$ cat config.mk
export PLATFORM = sky130hd
export DESIGN_NAME = k10_md_arbiter
export DESIGN_NICKNAME = d
export VERILOG_FILES = /design/src/rtl/k10_md_arbiter.sv
export SDC_FILE = /design/constraint.sdc
export NUM_CORES = 1
export LEC_CHECK = 0
export CAP_MARGIN = 5
export CORE_AREA = 5 5 135 137
export CTS_CLUSTER_SIZE = 14
export DETAILED_ROUTE_END_ITERATION = 10
export DIE_AREA = 0 0 140 142
export PLACE_DENSITY = 0.72
export SLEW_MARGIN = 20
export SYNTH_ARGS = -nofsm -noshare
export SYNTH_HDL_FRONTEND = slang
export SYNTH_SLANG_ARGS = --single-unit
$ cat constraint.sdc
create_clock -name i_clk -period 4.7 [get_ports i_clk]
set_clock_uncertainty 0.1 [all_clocks]
set_input_delay 0.94 -clock i_clk [delete_from_list [all_inputs] [get_ports i_clk]]
set_output_delay 0.94 -clock i_clk [all_outputs]
set_load 0.1 [all_outputs]
$ cat src/rtl/k10_md_arbiter.sv
// Round-robin arbiter that shares the single k10 multiply/divide unit between NUM_REQ requesters.
// Optional performance counters are built only when K10_MD_ARB_PERF_EN is defined.
module k10_md_arbiter #(
  parameter  int NUM_REQ = 2,
  parameter  int TAG_W   = 4,
  localparam int ID_W    = $clog2(NUM_REQ)
) (
  input  logic                     i_clk,
  input  logic                     i_rst,
  input  logic [NUM_REQ-1:0]       i_req_valid,
  output logic [NUM_REQ-1:0]       o_req_ready,
  input  logic [NUM_REQ*3-1:0]     i_req_op,
  input  logic [NUM_REQ*32-1:0]    i_req_a,
  input  logic [NUM_REQ*32-1:0]    i_req_b,
  input  logic [NUM_REQ*TAG_W-1:0] i_req_tag,
  output logic                     o_rsp_valid,
  input  logic                     i_rsp_ready,
  output logic [ID_W-1:0]          o_rsp_id,
  output logic [TAG_W-1:0]         o_rsp_tag,
  output logic [31:0]              o_rsp_result,
  output logic                     o_md_start,
  output logic [2:0]               o_md_op,
  output logic [31:0]              o_md_a,
  output logic [31:0]              o_md_b,
  input  logic                     i_md_busy,
  input  logic                     i_md_done,
  input  logic [31:0]              i_md_result,
  output logic [31:0]              o_perf_ops,
  output logic [31:0]              o_perf_wait
);

  typedef enum logic [1:0] {IDLE, ISSUE, RESP} state_e;

  state_e            r_state;
  state_e            w_next;
  logic [ID_W-1:0]   r_last;
  logic [2:0]        r_op;
  logic [31:0]       r_a;
  logic [31:0]       r_b;
  logic [TAG_W-1:0]  r_tag;
  logic [ID_W-1:0]   r_id;
  logic [31:0]       r_result;

  logic              w_grant_vld;
  logic [ID_W-1:0]   w_grant;
  logic [ID_W-1:0]   w_cand;
  logic [2:0]        w_op;
  logic [31:0]       w_a;
  logic [31:0]       w_b;
  logic [TAG_W-1:0]  w_tag;
  logic              w_accept;
  logic              w_capture;

  // Search starts one past the last winner and wraps, so every loser is served within NUM_REQ-1 grants.
  always_comb begin
    w_grant_vld = 1'b0;
    w_grant     = '0;
    w_cand      = r_last;
    for (int k = 0; k < NUM_REQ; k++) begin
      w_cand = (w_cand == ID_W'(NUM_REQ - 1)) ? '0 : w_cand + ID_W'(1);
      if (!w_grant_vld && i_req_valid[w_cand]) begin
        w_grant_vld = 1'b1;
        w_grant     = w_cand;
      end
    end
  end

  always_comb begin
    w_op  = '0;
    w_a   = '0;
    w_b   = '0;
    w_tag = '0;
    for (int k = 0; k < NUM_REQ; k++) begin
      if (w_grant == ID_W'(k)) begin
        w_op  = i_req_op[3*k +: 3];
        w_a   = i_req_a[32*k +: 32];
        w_b   = i_req_b[32*k +: 32];
        w_tag = i_req_tag[TAG_W*k +: TAG_W];
      end
    end
  end

  always_comb begin
    w_next      = r_state;
    w_accept    = 1'b0;
    w_capture   = 1'b0;
    o_md_start  = 1'b0;
    o_rsp_valid = 1'b0;
    case (r_state)
      IDLE: begin
        if (w_grant_vld) begin
          w_accept = 1'b1;
          w_next   = ISSUE;
        end
      end
      ISSUE: begin
        o_md_start = 1'b1;
        if (i_md_done && !i_md_busy) begin
          w_capture = 1'b1;
          w_next    = RESP;
        end
      end
      RESP: begin
        o_rsp_valid = 1'b1;
        if (i_rsp_ready) w_next = IDLE;
      end
      default: w_next = IDLE;
    endcase
  end

  // Ready is held low while reset is asserted so every output reads zero during reset.
  always_comb begin
    o_req_ready = '0;
    if (w_accept && !i_rst) o_req_ready[w_grant] = 1'b1;
  end

  always_ff @(posedge i_clk or posedge i_rst) begin
    if (i_rst) begin
      r_state  <= IDLE;
      r_last   <= ID_W'(NUM_REQ - 1);
      r_op     <= '0;
      r_a      <= '0;
      r_b      <= '0;
      r_tag    <= '0;
      r_id     <= '0;
      r_result <= '0;
    end else begin
      r_state <= w_next;
      if (w_accept) begin
        r_last <= w_grant;
        r_id   <= w_grant;
        r_op   <= w_op;
        r_a    <= w_a;
        r_b    <= w_b;
        r_tag  <= w_tag;
      end
      if (w_capture) r_result <= i_md_result;
    end
  end

  assign o_md_op      = r_op;
  assign o_md_a       = r_a;
  assign o_md_b       = r_b;
  assign o_rsp_id     = r_id;
  assign o_rsp_tag    = r_tag;
  assign o_rsp_result = r_result;

`ifdef K10_MD_ARB_PERF_EN
  logic        w_rsp_hs;
  logic        w_starved;
  logic [31:0] r_perf_ops;
  logic [31:0] r_perf_wait;

  assign w_rsp_hs  = o_rsp_valid & i_rsp_ready;
  assign w_starved = (|i_req_valid) && !(|(i_req_valid & o_req_ready));

  // Both counters stick at all-ones rather than wrapping.
  always_ff @(posedge i_clk or posedge i_rst) begin
    if (i_rst) begin
      r_perf_ops  <= '0;
      r_perf_wait <= '0;
    end else begin
      if (w_rsp_hs && (r_perf_ops != 32'hFFFF_FFFF)) r_perf_ops <= r_perf_ops + 32'd1;
      if (w_starved && (r_perf_wait != 32'hFFFF_FFFF)) r_perf_wait <= r_perf_wait + 32'd1;
    end
  end

  assign o_perf_ops  = r_perf_ops;
  assign o_perf_wait = r_perf_wait;
`else
  assign o_perf_ops  = '0;
  assign o_perf_wait = '0;
`endif

endmodule

# Yosys cells after proc, flatten, opt, wreduce, memory -nomap -nowiden

Cells that the tools add are included.

Bits in registers: 107
Input bits: 181
Output and inout bits: 172
Logic and storage cells: 55

Add/sub/neg operators: 2
$lt $le $gt $ge: 4
Equality and inequality tests: 5
Muxes and demuxes: 27
Reduce and logical (&&, ||, !) cells: 9

Operator list:

| operator                                                                     | count |
|---|---|
| 32-bit 2-to-1 mux                                                            | 2 |
| 1-bit 2-to-1 mux                                                             | 17 |
| 2-bit 2-to-1 mux                                                             | 4 |
| 1-bit by 2-bit less-than comparator with 1-bit output, second input constant | 3 |
| 2-bit != test, second input constant                                         | 3 |
| 2-bit one-hot mux with 3 select lines                                        | 1 |
| 1-bit logical AND                                                            | 4 |
| 4-bit 2-to-1 mux                                                             | 1 |
| 1-bit zero test                                                              | 3 |
| 3-bit 2-to-1 mux                                                             | 1 |
| 3-bit AND reduction                                                          | 1 |
| 1-bit adder, second input constant                                           | 2 |
| 2-bit by 1-bit == test with 1-bit output, second input constant              | 1 |
| 2-bit == test, second input constant                                         | 1 |
| 2-bit zero test                                                              | 1 |
| 1-bit demux with 1-bit select                                                | 1 |
| 1-bit >= comparator, second input constant                                   | 1 |

# Depth between registers and ports, before layout

Gate-level depths: netlist (run 1).

Word-level depth: 13
Mapped depth: 6
Mapped depth without buffers: 4

# Worst setup path before layout (run 1)

No wires, ideal clock.

Path type: input-to-output
Start point: input port i_rst
End point: output port o_req_ready[1]
Arrival time: 4.241 ns
Required time: 3.660 ns
Slack: -0.581 ns
Stages: 2
Buffers on the path: 0
Cells stage by stage: inv_1 > and3_1

Cells in the longest elaborated chain, start to end: 3

Ends and longest elaborated chain:

| element                   | line | text |
|---|---|---|
| start, declared           | 9    | `input logic i_rst,` |
| 1-bit zero test (no line) | -    |  |
| 1-bit logical AND         | 114  | `if (w_accept && !i_rst) o_req_ready[w_grant] = 1'b1;` |
| 2-bit 2-to-1 mux          | 114  |  |
| end, declared             | 11   | `output logic [NUM_REQ-1:0] o_req_ready,` |

Every way passes these cells.

# Final worst setup path (run 1)

Start point: input port i_req_valid[0]
End point: output port o_req_ready[0]

Cells in the longest elaborated chain, start to end: 11
Elaborated cells on any way between the ends: 19
Classes of those cells: order compare: 2; mux: 13; reduce/logical: 4

Ends and longest elaborated chain:

| element                                                                                                                   | line | text |
|---|---|---|
| start, declared                                                                                                           | 10   | `input logic [NUM_REQ-1:0] i_req_valid,` |
| 1-bit 2-to-1 mux (not written as such) (2 in a row)                                                                       | 61   | `if (!w_grant_vld && i_req_valid[w_cand]) begin` |
| 1-bit 2-to-1 mux                                                                                                          | 61   |  |
| 1-bit zero test                                                                                                           | 61   |  |
| 1-bit logical AND                                                                                                         | 61   |  |
| 1-bit 2-to-1 mux                                                                                                          | 61   |  |
| 1-bit by 2-bit less-than comparator with 1-bit output (not written as such) / 1-bit >= comparator (equally long branches) | 114  |  |
| 1-bit logical AND (not written as such)                                                                                   | 114  |  |
| 1-bit 2-to-1 mux (not written as such)                                                                                    | 114  |  |
| 1-bit demux with 1-bit select                                                                                             | 114  |  |
| 2-bit 2-to-1 mux *                                                                                                        | 114  |  |

Every way passes the cells marked *; elsewhere a longest branch is shown, timed or not. The select of a mux whose other input is x is not followed.

==> flow_summary.toml, run 1 <==
[yosys]
synth.avg_cell_area_um2 = 9.60
synthesis.instances = 552
netlist_top_cells_area = "dfrtp_1, nand2_1, buf_4"
synth_ff_type = "dfrtp_1"
synth_seq_area_share_pct = 50.6
yosysMostFrequentCell = "nand2_1"
yosysTopAreaCell = "dfrtp_1"
synthTopCellsByCount = "nand2_1, dfrtp_1, a21oi_1, buf_4, a31oi_1"
yosysWarnings = 0
syn-cell-area_um2 = 5300
ys_async_sr_fraction_pct = 100
ys_ff_latch = 107
synth_top_area_share_pct = 50.1
yosysUniqueCellTypes = 25
synth_edf_count = 0

[routing]
drtIter0Drc = 261
drc_errors = 0
wl_um = 17600
avgViaCountPerCell = 4.60
dr.pass1.iters = 4
postRouteAntennaNets = 0
wl_per_cell_um = 16.8
vias = 4798

[critical_path]
r2r-end = "o_md_a[6]"
cp_max_fo = 4
startpoint_type = "input pin"
cp_data_required_time_ns = 3.66
worst_setup_path_end_kind = "primary output"
critPathKind = "input pin to primary output"
timing.rr.start = "r_state[0]"
crit_arrival_ns = 2.28
reg2reg_setup_slack_ns = 1.97
r2r_cells = 5

[floorplanning]
start_util_pct = 31.3
die_area_um2 = 19900
die_h_um = 142
coreArea_um2 = 16900
die_x_um = 140
num_rows = 48
ios = 353

[global_routing]
grt_pass1_vias = 4781
antenna_found_initial = 1
grt_max_degree = 77
grt_usage_pct = 16.7
grt_pass1_wl_um = 26500
grt.overflow.total = 0

[placed_design]
pre_cts_slack_ns = 1.38
gp_congestion = 0.772
dpl.hpwl_um = 12600
portBuffers = 288

[cells_and_area]
drive_gt1_share_pct = 9.16
fin_nets = 995
synthToLayoutAreaGrowth_pct = 58.1
multiInputGateArea_um2 = 2120
fin_util_pct = 49.5
fill_cells = 1599
antenna_cells = 0
seqCellArea_um2 = 2680

[sta]
fin_ws_ns = 1.38
period_share_pct = 70.6
slew_headroom_pct = 30.7
setup_violations = 0
whs_ns = 0.408
hold_viol = 0
finalSetupTns_ns = 0
slew_viol_final = 0
grt_setup_unrepaired = "false"
fmax_ghz = 0.302
tightest_slew_ns = 1.04
period_minus_slack_ns = 3.32

[clock_network]
cts_root_buffer = "clkbuf_16"
post_cts_buffers = 0
clkTransAtPathRegs_ns = 0.07
htreeDepth = 3
clockBufferDepth = 2
cts_hold_buf = 0
ctsResizeCount = 0
clock-sinks = 107
clock_latency_ns = 0.34
cts_tree = "yes"
cts_buffers = 9

[min_path]
holdPathStages = 1
hp-start = "o_rsp_result[13]"
min_path_type = "register to register"
hold_end = "o_rsp_result[13]"

[run_status]
status = "completed"

[flow_run]
maxCapViolations = 0
## metrics by stage
stage,area (µm²),cells
2_1_floorplan,5540,615
3_3_place_gp,8070,1028
3_5_place_dp,8070,1028
4_1_cts,8380,1044
5_1_grt,8380,1044
6_report,8380,1044
## final cells by class
type / instances / share of cell area, %
timing repair buffer: 296 / 35.5
sequential: 107 / 32.0
multi-input combinational: 397 / 25.3
tap: 225 / 3.36
clock buffer: 10 / 2.85
clock inverter: 6 / 0.806
inverter: 3 / 0.179
## layout by cell type, fill, tap and decap left out, drive strengths merged
cell	count
mux2	32
nor2b	2
clkdlybuf4s50	286
o21ai	1
dfstp	1
and3	1
a22o	1
a31oi	72
clkbuf	10
a21o	1
clkinvlp	1
a21bo	1
conb	64
nor2	1
or2	1
nand2b	1
dfrtp	106
a21oi	72
nand2	143
a21boi	1
and2	2
buf	10
clkinv	4
nor3	1
inv	4
## critical path, stage by stage
cell             delay (ns)
clkdlybuf4s50_1        0.56
or2_2                  0.16
nand2_1                0.09
nor3_1                 0.29
buf_12                 0.22
## logic make-up after synthesis
logic type,share of synthesized area [%]
DFF,50.6
buffers and inverters,14.2
other,0.0708
and+or+nand+nor,11.1
AOI/OAI and AO/OA,17.2
muxes,6.80
## worst max-delay path by stage
stage | start | cells after the start | end
floorplan | i_req_valid[1] | 4 | o_req_ready[0]
global placement | i_req_valid[0] | 5 | o_req_ready[0]
detailed placement | i_req_valid[0] | 5 | o_req_ready[0]
CTS | i_req_valid[0] | 5 | o_req_ready[0]
global route | i_req_valid[0] | 5 | o_req_ready[0]
finish | i_req_valid[0] | 5 | o_req_ready[0]
## state kept, by name, indices dropped and copies added, names as in the netlist
| name | count |
|---|---|
| o_md_b | 32 |
| r_last | 1 |
| o_md_a | 32 |
| o_md_op | 3 |
| o_rsp_id | 1 |
| o_rsp_tag | 4 |
| o_rsp_result | 32 |
| r_state | 2 |
## metal layers
metal / global-route usage, % / vias to the layer above / part of all wire [%]
met5: 0 / - / 0.040
li1: - / 2281 / -
met4: 4.59 / 2 / 1.9
met2: 28.3 / 238 / 49
met3: 5.65 / 26 / 9.1
met1: 20.5 / 2251 / 40
Power of run 1 is not shown: default switching activity piles up to over one toggle a cycle in this logic, so the estimate is an artifact.
==> inputs of run 2 (changes only) <==
Settings changed: CORE_AREA 5 5 135 137 to not set, CORE_ASPECT_RATIO set to 1.1, CORE_MARGIN set to 5, CORE_UTILIZATION set to 33, DIE_AREA 0 0 140 142 to not set, PLACE_DENSITY 0.72 to 0.78.
Clock period 4.7 ns to 2.97 ns, I/O delays scaled along.
==> run 2 against run 1 <==
Net effect: critical path depth is the same; critical endpoint unchanged; utilization grew 2.2 points; sequential share of layout area grew 0.98 points; die area shrank 6.0%; final area shrank 3.0%; worst hold slack gained 0.0019 ns; wire length shrank 2.2%; clock-buffer cell count is the same; final cell count shrank 2.2%; critical path type unchanged; non-clock buffer count grew 2; sequential cell count is the same.
==> flow_summary.toml, run 2 (synthesis results as in run 1) <==
[placed_design]
pre_cts_slack_ns = 0.389
portBuffers = 288
dp.cells = 1005
placed_cell_area_um2 = 7830
dpl.hpwl_um = 12500
gp_congestion = 0.817

[critical_path]
r2r_cells = 5
cp_max_fo = 4
timing.rr.start = "r_state[0]"
worst_setup_path_end_kind = "primary output"
r2r-end = "o_rsp_tag[1]"
critPathCapture = "o_req_ready[0]"
cp_data_required_time_ns = 2.28
critPathKind = "input pin to primary output"
startpoint_type = "input pin"
crit_arrival_ns = 1.84
reg2reg_setup_slack_ns = 1.04
startpoint = "i_req_valid[0]"

[cells_and_area]
drive_gt1_share_pct = 22.4
design_area_um2 = 8130
final_common_cell = "clkdlybuf4s50_1"
antenna_cells = 0
mostFrequentLayoutCells = "clkdlybuf4s50_1, nand2_1, buf_4"
stdcell_count = 1021
fin_nets = 997
synthToLayoutAreaGrowth_pct = 53.4

[global_routing]
antenna_found_initial = 0
grt_pass1_wl_um = 25100
grt.overflow.total = 0
grt_max_degree = 108
grt_usage_pct = 17.2
grt_pass1_vias = 4641

[sta]
slew_viol_final = 0
fmax_ghz = 0.394
slew_headroom_pct = 48.1
fin_ws_ns = 0.434
grt_setup_unrepaired = "false"
setup_violations = 0
hold_viol = 0
period_share_pct = 85.4
period_minus_slack_ns = 2.54
tightest_slew_ns = 0.778

[clock_network]
clock-sinks = 107
cts_tree = "yes"
cts_root_buffer = "clkbuf_16"
htreeDepth = 3
cts_buffers = 9
ctsResizeCount = 0
cts_hold_buf = 0
clockBufferDepth = 2
clkTransAtPathRegs_ns = 0.08
post_cts_buffers = 0
clock_latency_ns = 0.34

[floorplanning]
die_area_um2 = 18700
start_util_pct = 33.7
die_h_um = 143
coreArea_um2 = 15700
ios = 353
num_rows = 48
die_x_um = 131

[min_path]
min_path_type = "register to register"

[routing]
drtIter0Drc = 263
drc_errors = 0
dr.pass1.iters = 4
wl_per_cell_um = 16.8
wl_um = 17200
vias = 4787
postRouteAntennaNets = 0
avgViaCountPerCell = 4.69

[run_status]
status = "completed"

[flow_run]
maxCapViolations = 0
==> run 2: cell count changes in the layout (fill, tap and decap cells not counted), sizes merged <==
cell and change:
buf +108, clkdlybuf4s50 -106, clkinv -2, clkinvlp +1, inv +1
==> run 2: worst min-delay path by stage <==
stage | startpoint | cells after the start | to
2_1_floorplan | r_last | 2 | r_last
3_5_place_dp | o_rsp_result[22] | 1 | o_rsp_result[22]
5_1_grt | o_rsp_result[28] | 1 | o_rsp_result[28]
3_3_place_gp | o_rsp_result[12] | 1 | o_rsp_result[12]
4_1_cts | o_rsp_result[22] | 1 | o_rsp_result[22]
6_report | o_rsp_result[29] | 1 | o_rsp_result[29]
==> run 2: metal layers <==
layer / part of all wire, % / track usage [%] / vias up / routed length [µm]
li1: - / - / 2285 / -
met1: 38 / 21.3 / 2260 / 6590
met2: 51 / 29.8 / 226 / 8760
met3: 9.1 / 3.59 / 16 / 1560
met4: 1.6 / 5.58 / 0 / 274
met5: 0 / 0 / - / 0
==> run 2: worst max-delay path: stages <==
cell and delay, ns:
clkdlybuf4s50_1 0.58, or2_2 0.17, nand2_1 0.09, nor3_2 0.20, buf_12 0.21
==> run 2: layout make-up <==
| class | instances | area (µm²) |
|---|---|---|
| Clock buffer | 10 | 239 |
| Clock inverter | 6 | 57.6 |
| Fill cell | 1460 | 7600 |
| Inverter | 3 | 15.0 |
| Multi-Input combinational cell | 397 | 2130 |
| Sequential cell | 107 | 2680 |
| Tap cell | 200 | 250 |
| Timing Repair Buffer | 298 | 2760 |
==> run 2: through the flow <==
stage	utilization, %	hold slack (ns)	setup TNS [ns]
floorplan	-	0.411	-0.635
global placement	49.8	0.389	0
detailed placement	49.8	0.396	0
CTS	51.7	0.414	0
global route	51.7	0.425	0
finish	51.7	0.410	0
Power of run 2 is left out for the same reason.
